[src/rtl/popcount_4.sv]
// popcount_4: registered population counter built from 4-bit group lookups and a balanced adder tree.
// Define POPCOUNT4_SAT_EN to saturate ovec on overflow; by default the count wraps modulo 2^CWIDTH.
module popcount_4 #(
    parameter int VWIDTH = 8,
    parameter int CWIDTH = 4
) (
    input  logic              clk,
    input  logic              rst_n,
    input  logic [VWIDTH-1:0] ivec,
    input  logic              ivalid,
    output logic [CWIDTH-1:0] ovec,
    output logic              ovalid
);

    localparam int NGROUPS = (VWIDTH + 3) / 4;
    localparam int LEVELS  = $clog2(NGROUPS);
    localparam int NLEAVES = 1 << LEVELS;
    localparam int SUMW    = $clog2(VWIDTH + 1);
    // Tree nodes must hold a full group count (0..4) even for tiny vectors.
    localparam int TREEW   = (SUMW < 3) ? 3 : SUMW;

    logic [NGROUPS*4-1:0] w_padded;
    logic [SUMW-1:0]      w_full;
    logic [CWIDTH-1:0]    w_reduced;
    logic [CWIDTH-1:0]    r_ovec;
    logic                 r_ovalid;

    function automatic logic [2:0] groupCount(input logic [3:0] nib);
        logic [2:0] cnt;
        case (nib)
            4'h0:                      cnt = 3'd0;
            4'h1, 4'h2, 4'h4, 4'h8:    cnt = 3'd1;
            4'h3, 4'h5, 4'h6,
            4'h9, 4'hA, 4'hC:          cnt = 3'd2;
            4'h7, 4'hB, 4'hD, 4'hE:    cnt = 3'd3;
            default:                   cnt = 3'd4;
        endcase
        return cnt;
    endfunction

    always_comb begin
        w_padded             = '0;
        w_padded[VWIDTH-1:0] = ivec;
    end

    // Level 0 holds the group counts (zero-filled up to a power of two); each level above halves the node count.
    for (genvar lvl = 0; lvl <= LEVELS; lvl++) begin : g_lvl
        localparam int NODES = NLEAVES >> lvl;
        logic [TREEW-1:0] w_sum [NODES];
        if (lvl == 0) begin : g_leaf
            for (genvar n = 0; n < NODES; n++) begin : g_node
                if (n < NGROUPS) begin : g_grp
                    assign w_sum[n] = TREEW'(groupCount(w_padded[4*n +: 4]));
                end else begin : g_pad
                    assign w_sum[n] = '0;
                end
            end
        end else begin : g_add
            for (genvar n = 0; n < NODES; n++) begin : g_node
                assign w_sum[n] = g_lvl[lvl-1].w_sum[2*n] + g_lvl[lvl-1].w_sum[2*n+1];
            end
        end
    end

    assign w_full = g_lvl[LEVELS].w_sum[0][SUMW-1:0];

    if (CWIDTH >= SUMW) begin : g_fits
        assign w_reduced = CWIDTH'(w_full);
    end else begin : g_narrow
`ifdef POPCOUNT4_SAT_EN
        assign w_reduced = (|w_full[SUMW-1:CWIDTH]) ? '1 : w_full[CWIDTH-1:0];
`else
        assign w_reduced = w_full[CWIDTH-1:0];
`endif
    end

    always_ff @(posedge clk or negedge rst_n) begin
        if (!rst_n) begin
            r_ovec   <= '0;
            r_ovalid <= 1'b0;
        end else begin
            r_ovec   <= w_reduced;
            r_ovalid <= ivalid;
        end
    end

    assign ovec   = r_ovec;
    assign ovalid = r_ovalid;

endmodule

[config.mk]
export PLATFORM = sky130hd
export DESIGN_NAME = popcount_4
export DESIGN_NICKNAME = d
export VERILOG_FILES = /design/src/rtl/popcount_4.sv
export SDC_FILE = /design/constraint.sdc
export NUM_CORES = 1
export LEC_CHECK = 0
export CORE_AREA = 2 2 39 41
export DETAILED_ROUTE_END_ITERATION = 16
export DIE_AREA = 0 0 41 43
export PLACE_DENSITY = 0.68
export SYNTH_ARGS = -nofsm -noshare
export SYNTH_HDL_FRONTEND = slang
export SYNTH_SLANG_ARGS = --single-unit
[constraint.sdc]
create_clock -name clk -period 0.8 [get_ports clk]
set_clock_uncertainty 0.1 [all_clocks]
set_input_delay 0.2 -clock clk [delete_from_list [all_inputs] [get_ports clk]]
set_output_delay 0.2 -clock clk [all_outputs]
set_load 0.05 [all_outputs]
Yosys cells after proc, flatten, opt, wreduce, memory -nomap -nowiden. Memory sizes are Yosys's and may differ from the RTL's. Cells that the tools add are included.

Register bits after elaboration: 5. Bits in latches: 0. Bits in writable memories: 0. ROM bits: 96. Word-level logic and storage cells: 5. Memories: 2.

Memories: (no name shown) (words 16, bits a word 3, read ports 1, clocked after memory_dff 0, wr ports 0, line 30) `case (nib)`; (no name shown) (words 16, bits a word 3, read ports 1, clocked after memory_dff 0, wr ports 0, line 30).

Add/subtract/negate cells: 1. Multipliers: 0. Div/mod/pow operators: 0. $lt $le $gt $ge: 0. Equal/unequal tests: 0. Shifts and indexed selects: 0. Multiplexer cells: 0. Bitwise gates (word level): 0. Reduce and logical (&&, ||, !) cells: 0.

Operator list (count): 3-bit by 3-bit adder with 4-bit output (1).

Depth between registers and ports, before layout. Gate-level depths: netlist of the first run. An unclocked memory read counts as a cell.

Depth in word-level cells: 2. Gate-level depth with buffers: 8. Mapped depth without buffers: 8.

Worst setup path before layout of the first run. No wires, ideal clock.

Path type: input port to flip-flop. Start: in ivec[0]. End: reg r_ovec[2] (netlist: ovec[2]). Arrival: 1.509 ns. Required time: 0.577 ns. Path slack: -0.931 ns. Stages on the path: 8. Buffers on the path: 0. Cell sequence: inv_1 -> ha_1 -> xnor2_1 -> xnor2_1 -> ha_1 -> inv_1 -> fa_1 -> xnor2_1.

RTL lines: start, declared (line 9) `input logic [VWIDTH-1:0] ivec,`; end signal, assigned (line 82) `r_ovec <= w_reduced;`; end, declared (line 25) `logic [CWIDTH-1:0] r_ovec;`.

==> results.sh, run 1 <==
export IMPL_crit_type="in2reg"
export IMPL_design_die_area_um2=1763
export IMPL_fin_setup_tns_ps=-4175
export IMPL_cts_max_path_buffers=2
export IMPL_pwr_share_seq_pct=24.8
export IMPL_grt_busiest_layer="met2"
export IMPL_hp_class="in2async"
export IMPL_cts_root_buf="clkbuf_4"
export IMPL_met3_usage_pct=1.571
export IMPL_synth_edf_count=0
export IMPL_drive_gt1_share_pct=67.65
export IMPL_p_sw_uw=557.2
export IMPL_drcViolationCount=0
export IMPL_cp_data_required_time_ps=840
export IMPL_grt_max_degree=6
export IMPL_synthArstFlopShare_pct=100.0
export IMPL_comb_power_share_pct=55.5
export IMPL_antenna_found_initial=0
export IMPL_clkTransAtPathRegs_ps=50
export IMPL_p_leak_uw=0.0004037
export IMPL_finalHoldViolCount=0
export IMPL_swShare_pct=37.22
export IMPL_die_w_um=41
export IMPL_vias=372
export IMPL_post_route_min_period_ps=1668
export IMPL_cts_tree="done"
export IMPL_yosys_warnings=0
export IMPL_grt_overflow_total=0
export IMPL_synth_fp_nets=61
export IMPL_synth_area_um2=420.4
export IMPL_syn2layout_area_growth_pct=100.9
export IMPL_wl_um=878
export IMPL_startpoint_type="input pin"
export IMPL_tightest_slew_ps=246.2
export IMPL_power_frac_clock_pct=19.7
export IMPL_finalCritPeriodShare_pct=208.6
export IMPL_pin_count=16
export IMPL_grt_pass1_vias=417
export IMPL_yosysSeqAreaShare_pct=29.76
export IMPL_endpoint_kind="flop"
export IMPL_fp_dieH_um=43
export IMPL_numClockSinks=5
export IMPL_drv_slew=0
export IMPL_yosys_most_used_dff="dfrtp_1"
export IMPL_rsz0062_at_grt="true"
export IMPL_drv_cap=0
export IMPL_grt_util_met2_pct=24.06
export IMPL_maxSlewHeadroom_pct=83.59
export IMPL_dp_hpwl_um=692.6
export IMPL_cts_buffers=3
export IMPL_nets=90
export IMPL_syn_avg_cell_area_um2=10.51
export IMPL_viasPerCell=4.429
export IMPL_status="finished, violations left"
export IMPL_crit_fanout=2
export IMPL_h_tree_depth=1
export IMPL_timing_final_ws_setup_ps=-868.5
export IMPL_synth_distinct_cells=16
export IMPL_violations="setup timing"
export IMPL_powerDensity_nw_per_um2=1772
export IMPL_vdd_ir_drop_max_mv=0.5667
export IMPL_std_cell_rows=14
export IMPL_drt_antenna_violating_nets=0
export IMPL_grt_first_pass_wirelength_um=1497
export IMPL_grt_total_usage_pct=12.50
export IMPL_coreArea_um2=1384
export IMPL_synth_seq_cells=5
export IMPL_setup_violations=9
export IMPL_drt_iter0_drc=1
export IMPL_cp_arrival_ps=1710
export IMPL_use_met1_pct=11.40
export IMPL_power_internal_uw=939.8
export IMPL_antenna_cells=0
export IMPL_dp_cells=80
export IMPL_netlist_instances=40
export IMPL_fmax_mhz=599.4
export IMPL_firstDrtPassIters=2
export IMPL_port_buffers=15
export IMPL_cts_hold_buf=0
export IMPL_start_util_pct=30.38
export IMPL_place_congestion=0.6401
export IMPL_finalNonFillerCells=84
export IMPL_wl_per_cell_um=10.45
[path summary, 6_finish.rpt]
path / start / endpoint / cells after the start
max: ivec[1] / ovec[1] / 9
min: rst_n / ovec[1] / 1
max in group asynchronous: rst_n / ovalid / 1
min in group clk: ivalid / ovalid / 1
[power by group through the flow]
stage / Combinational (uW) / Sequential, uW / Clock, uW
after detailed placement: 791 / 376 / 0
after global routing: 896 / 375 / 330
after global placement: 779 / 373 / 0
after floorplan: 183 / 554 / 0
after CTS: 826 / 373 / 305
final: 832 / 371 / 295
[flip-flops by register name, indices dropped and copies added, names as in the netlist]
| register | flops |
|---|---|
| ovalid | 1 |
| ovec | 4 |
[metal layers]
| metal | routed length, um | part of all wire, % |
|---|---|---|
| met1 | 333 | 38 |
| met5 | 0 | 0 |
| met2 | 490 | 56 |
| met4 | 14 | 1.6 |
| met3 | 40 | 4.6 |
[cell usage after synthesis, drive strengths merged (2+ instances only)]
library cell,n,area (um^2)
nand2,2,7.510
o21ai,2,10.01
a21o,2,15.01
ha,9,112.6
dfrtp,5,125.1
inv,7,26.28
xor2,2,17.52
and3,2,13.77
xnor2,3,26.28
[layout by cell type, fill, tap and decap left out, drive strengths merged]
master         count
clkbuf             6
dlygate4sd2        2
o21ai              2
nand2              2
buf               18
fa                 1
a21o               2
nor3               1
o21a               1
dfrtp              5
xor2               2
clkdlybuf4s50      2
inv                7
mux2i              1
and2               1
a221oi             1
and3               2
xnor2              3
ha                 9
[cells by family after synthesis]
group | count (synthesis) | synth area share, %
AO/OA/AOI/OAI | 6 | 11.31
flip-flops | 5 | 29.76
XOR/XNOR | 5 | 10.42
multiplexers | 1 | 2.381
adder cells (fa/ha/maj) | 10 | 31.55
AND/OR/NAND/NOR | 6 | 8.335
buffers and inverters | 7 | 6.251
[repair_timing]
item / CTS / global route
endpoints found under the setup margin: 9 / 9
buffers inserted: 1 / 0
hold endpoints to repair: 0 / 0
pin swaps: 9 / 8
resized for setup: 34 / 10
gates cloned: 0 / 0
[area by class of cell]
type	count	area (um^2)
Tap cell	16	20.02
Fill cell	125	539.3
Sequential cell	5	130.1
Timing Repair Buffer	24	271.5
Clock buffer	4	26.28
Multi-Input combinational cell	28	357.8
Inverter	7	38.79
[worst max-delay path: stages]
cell     delay [ps]
buf_12           90
inv_12           30
ha_4            230
xnor2_2         140
xnor2_1         190
ha_2            210
inv_2            40
fa_2            560
inv_2            30
[through the flow]
| step | hold slack [ps] | power, uW | util (%) | instance area (um^2) | setup slack (ps) |
|---|---|---|---|---|---|
| final | 74.05 | 1497 | 61.03 | 844.6 | -868.5 |
| after global routing | 86.49 | 1601 | 61.03 | 844.6 | -907.3 |
| after CTS | 71.82 | 1504 | 61.84 | 855.8 | -856.5 |
| after detailed placement | 331.5 | 1166 | 54.61 | 755.7 | -1594 |
| after global placement | 333.5 | 1152 | 54.61 | 755.7 | -1583 |
| after floorplan | -195.6 | 737.5 | - | 467.9 | -915.6 |
Note: power is estimated with default switching activity, not from simulation.
==> run 2, diff against run 1 <==
Settings changed: HOLD_SLACK_MARGIN from default to 0.03.
==> results of run 2 <==
Final layout, timing and power as in run 1 (identical DEF).
==> edit 1 (config.mk and constraints of run 1) <==
The parameter `VWIDTH` goes from 8 to 4.
--- a/src/rtl/popcount_4.sv
+++ b/src/rtl/popcount_4.sv
@@ -1,7 +1,7 @@
 // popcount_4: registered population counter built from 4-bit group lookups and a balanced adder tree.
 // Define POPCOUNT4_SAT_EN to saturate ovec on overflow; by default the count wraps modulo 2^CWIDTH.
 module popcount_4 #(
-    parameter int VWIDTH = 8,
+    parameter int VWIDTH = 4,
     parameter int CWIDTH = 4
 ) (
     input  logic              clk,
Ports: changed (resized ivec); port bits go from 16 to 12. No check against the original RTL was run, so the function may have changed too.
==> edit 1 against run 1 <==
Setup slack improved by 0.58 ns; sequential cell count shrank 1; synthesized area down 50%; sequential share of layout area increased by 5.8 points; the flow still finishes with violations (setup timing); design area shrank 42%; total power decreased by 47%; routed wire length is 58% lower; sequential power fell by 35%.
==> edit 1: results <==
set metrics [dict create \
    status "finished with violations" \
    violations "setup timing" \
    setup_viol 4 \
    regArea_um2 103.9 \
    internal-power_mw 0.5638 \
    setup_ws_ns -0.2849 \
    multi_input_cells 12 \
    crit_slowest_cell "dfrtp_2" \
    synth-adder-area-share_pct 17.96 \
    portBuffers 10 \
    dp_slack_ns -0.7500 \
    gr-usage-met1_pct 3.871 \
    critPathMaxStageDelay_ns 0.40 \
    power_density_nw_per_um2 1619 \
    ctsResizeCount 19 \
    p_comb_mw 0.289 \
    multi_input_area_share_pct 29.08 \
    grt_pass1_wl_um 662 \
    first_global_vias 189 \
    layout.nonclk_buf_share_pct 35.71 \
    signal_buffers 12 \
    ys_top_cells_by_count "4 x dfrtp_1, 3 x ha_1" \
    largest_reg_flops 3 \
    power.leakage_nw 0.2089 \
    clkCellAreaFrac_pct 5.357 \
]
-- edit 1: layer usage --
layer  up-vias  wire length (um)
li1         86                 -
met1        80               106
met2         9               230
met3         0                30
met4         0                 0
met5         -                 0
-- edit 1: metrics by stage --
| stage | util (%) | setup TNS, ns | instances | instance area, um2 |
|---|---|---|---|---|
| after global placement | 29.84 | -2.081 | 46 | 412.9 |
| after CTS | 34.72 | -1.312 | 51 | 480.5 |
| final | 35.44 | -1.107 | 50 | 490.5 |
| after global routing | 35.44 | -1.235 | 50 | 490.5 |
| after detailed placement | 29.84 | -2.136 | 46 | 412.9 |
| after floorplan | - | -0.1892 | 19 | 245.2 |
-- edit 1: worst paths after layout --
kind	start	end	slack, ns	depth (start not counted)
setup / recovery	ovec[1]	ovec[1]	-0.28	1
hold / removal	rst_n	ovec[2]	0.07	1
max in group asynchronous	rst_n	ovalid	0.33	1
min in group clk	ivec[3]	ovec[2]	0.23	2
==> edit 2 (settings of run 1) <==
Without the edit above. Register the output `ovalid` once more, with the module's reset; this adds one clock of latency there. The other outputs are not delayed to match.
--- a/src/rtl/popcount_4.sv
+++ b/src/rtl/popcount_4.sv
@@ -85,7 +85,13 @@
     end
 
     assign ovec   = r_ovec;
-    assign ovalid = r_ovalid;
+    always_ff @(posedge clk or negedge rst_n) begin
+        if (!rst_n) begin
+            ovalid <= '0;
+        end else begin
+            ovalid <= r_ovalid;
+        end
+    end
 
 endmodule
 
Formal check against the unedited RTL: not equivalent (a bounded check fails within 4 cycles, from zero or initial values and one cycle with rst_n low).
==> edit 2 against run 1 <==
The flow still finishes with violations (setup timing); sequential cell count increased by 1; total power increased by 4.5%; fmax increased by 3.7%; synthesized area increased by 6.0%; setup slack improved by 0.060 ns; design area increased by 8.6%; routed wire length increased by 9.0%; synthesized cell count increased by 2.5%.
==> edit 2: results <==
set metrics [dict create \
    status "finished with violations" \
    violations "setup timing" \
    numPlacedInstances 80 \
    cts-root-buf "clkbuf_4" \
    vias 374 \
    first_global_vias 413 \
    cts.htree.levels 1 \
    gp_congestion 0.6562 \
    timing.rr.end "ovalid" \
    fin_hold_ws_ns 0.09373 \
    peakVddDrop_mv 1.024 \
    grt_pass1_wl_um 1690 \
    worst_slew_margin_rel_pct 82.38 \
    setup_ws_ns -0.8083 \
    synth-seq-area-share_pct 33.71 \
    n_antenna_cell 0 \
    power.leakage_nw 0.4213 \
    finalSetupTns_ns -3.956 \
    grt_max_degree 7 \
    numCtsBuffers 3 \
    grtUsageTotal_pct 14.86 \
    nets 91 \
    synth.distinct_cells 16 \
    drt_first_pass_iters 2 \
    postPlaceCellArea_um2 773.2 \
    setup_viol 9 \
    reg2reg_slack_ns 0.25 \
    cp_data_arrival_time_ns 1.65 \
    synth_area_leaders "dfrtp_1 34%, ha_1 25%, inv_1 5.9%" \
    drive_gt1_share_pct 72.06 \
    portBuffers 15 \
    syn_avg_cell_area_um2 10.86 \
    syn-num-nets 62 \
    r2r_start "r_ovalid" \
    ys_top_cells_by_count "9 x ha_1, 7 x inv_1, 6 x dfrtp_1" \
    ctsLongestPathBuffers 2 \
    crit_path_max_fanout 2 \
    dp_slack_ns -1.649 \
    clock_latency_ns 0.24 \
    r2r_cells 0 \
    hp-class "input pin to async pin" \
    wl_um 957 \
    dpl.hpwl_um 702.4 \
]
==> edit 2: cell count changes in the layout (fill, tap and decap cells not counted), sizes merged <==
cell	run 1	this run
buf	18	21
clkbuf	6	3
dfrtp	5	6
dlygate4sd2	2	1
==> edit 2: kinds of logic after synthesis <==
kind of cell | count (synthesis) | share of synthesized area [%]
adders and majority gates | 10 | 29.78
DFF | 6 | 33.71
AOI/OAI and AO/OA | 6 | 10.67
buffers and inverters | 7 | 5.900
and+or+nand+nor | 6 | 7.867
xor gates and xnor gates | 5 | 9.833
muxes | 1 | 2.247
==> edit 2: worst max path at each step <==
| stage | from | end | slack (ns) | cells after the start |
|---|---|---|---|---|
| 6_report | ivec[1] | ovec[1] | -0.81 | 9 |
| 5_1_grt | ivec[1] | ovec[1] | -0.83 | 9 |
| 4_1_cts | ivec[1] | ovec[1] | -0.80 | 9 |
| 2_1_floorplan | ivec[1] | ovec[1] | -0.92 | 8 |
| 3_5_place_dp | ivec[1] | ovec[1] | -1.65 | 9 |
| 3_3_place_gp | ivec[1] | ovec[1] | -1.62 | 9 |
==> edit 2: final cells by class <==
class                      count  area (um2)
fill                         104       466.7
timing repair buffer          24       286.5
tap                           16       20.02
inverter                       7       41.29
sequential                     6       155.1
clock buffer                   3       22.52
multi-input combinational     28       391.6
==> edit 2: worst max-delay path, cell delays in order <==
cell and delay [ns]:
buf_12 0.09, inv_12 0.03, ha_4 0.24, xnor2_4 0.12
xnor2_1 0.17, ha_2 0.21, inv_2 0.04, fa_2 0.52
inv_2 0.03
==> edit 2: layer usage <==
metal	vias to the layer above	track usage [%]	routed length, um	share of wire (%)
met1	169	16.45	351	37
met4	0	6.000	12	1.3
li1	190	-	-	-
met3	2	4.712	37	3.9
met2	13	24.69	555	58
met5	-	0	0	0
==> edit 2: what timing repair did <==
action,CTS,global route
setup endpoints to repair,9,9
resized for setup,54,7
setup buffers,0,1
pin swaps,14,10
==> edit 2: power by group <==
part	switching (mW)	total [mW]	internal [mW]
clock network	0.104	0.273	0.169
registers	0.0489	0.423	0.374
logic	0.414	0.868	0.454
total	0.566	1.56	0.997
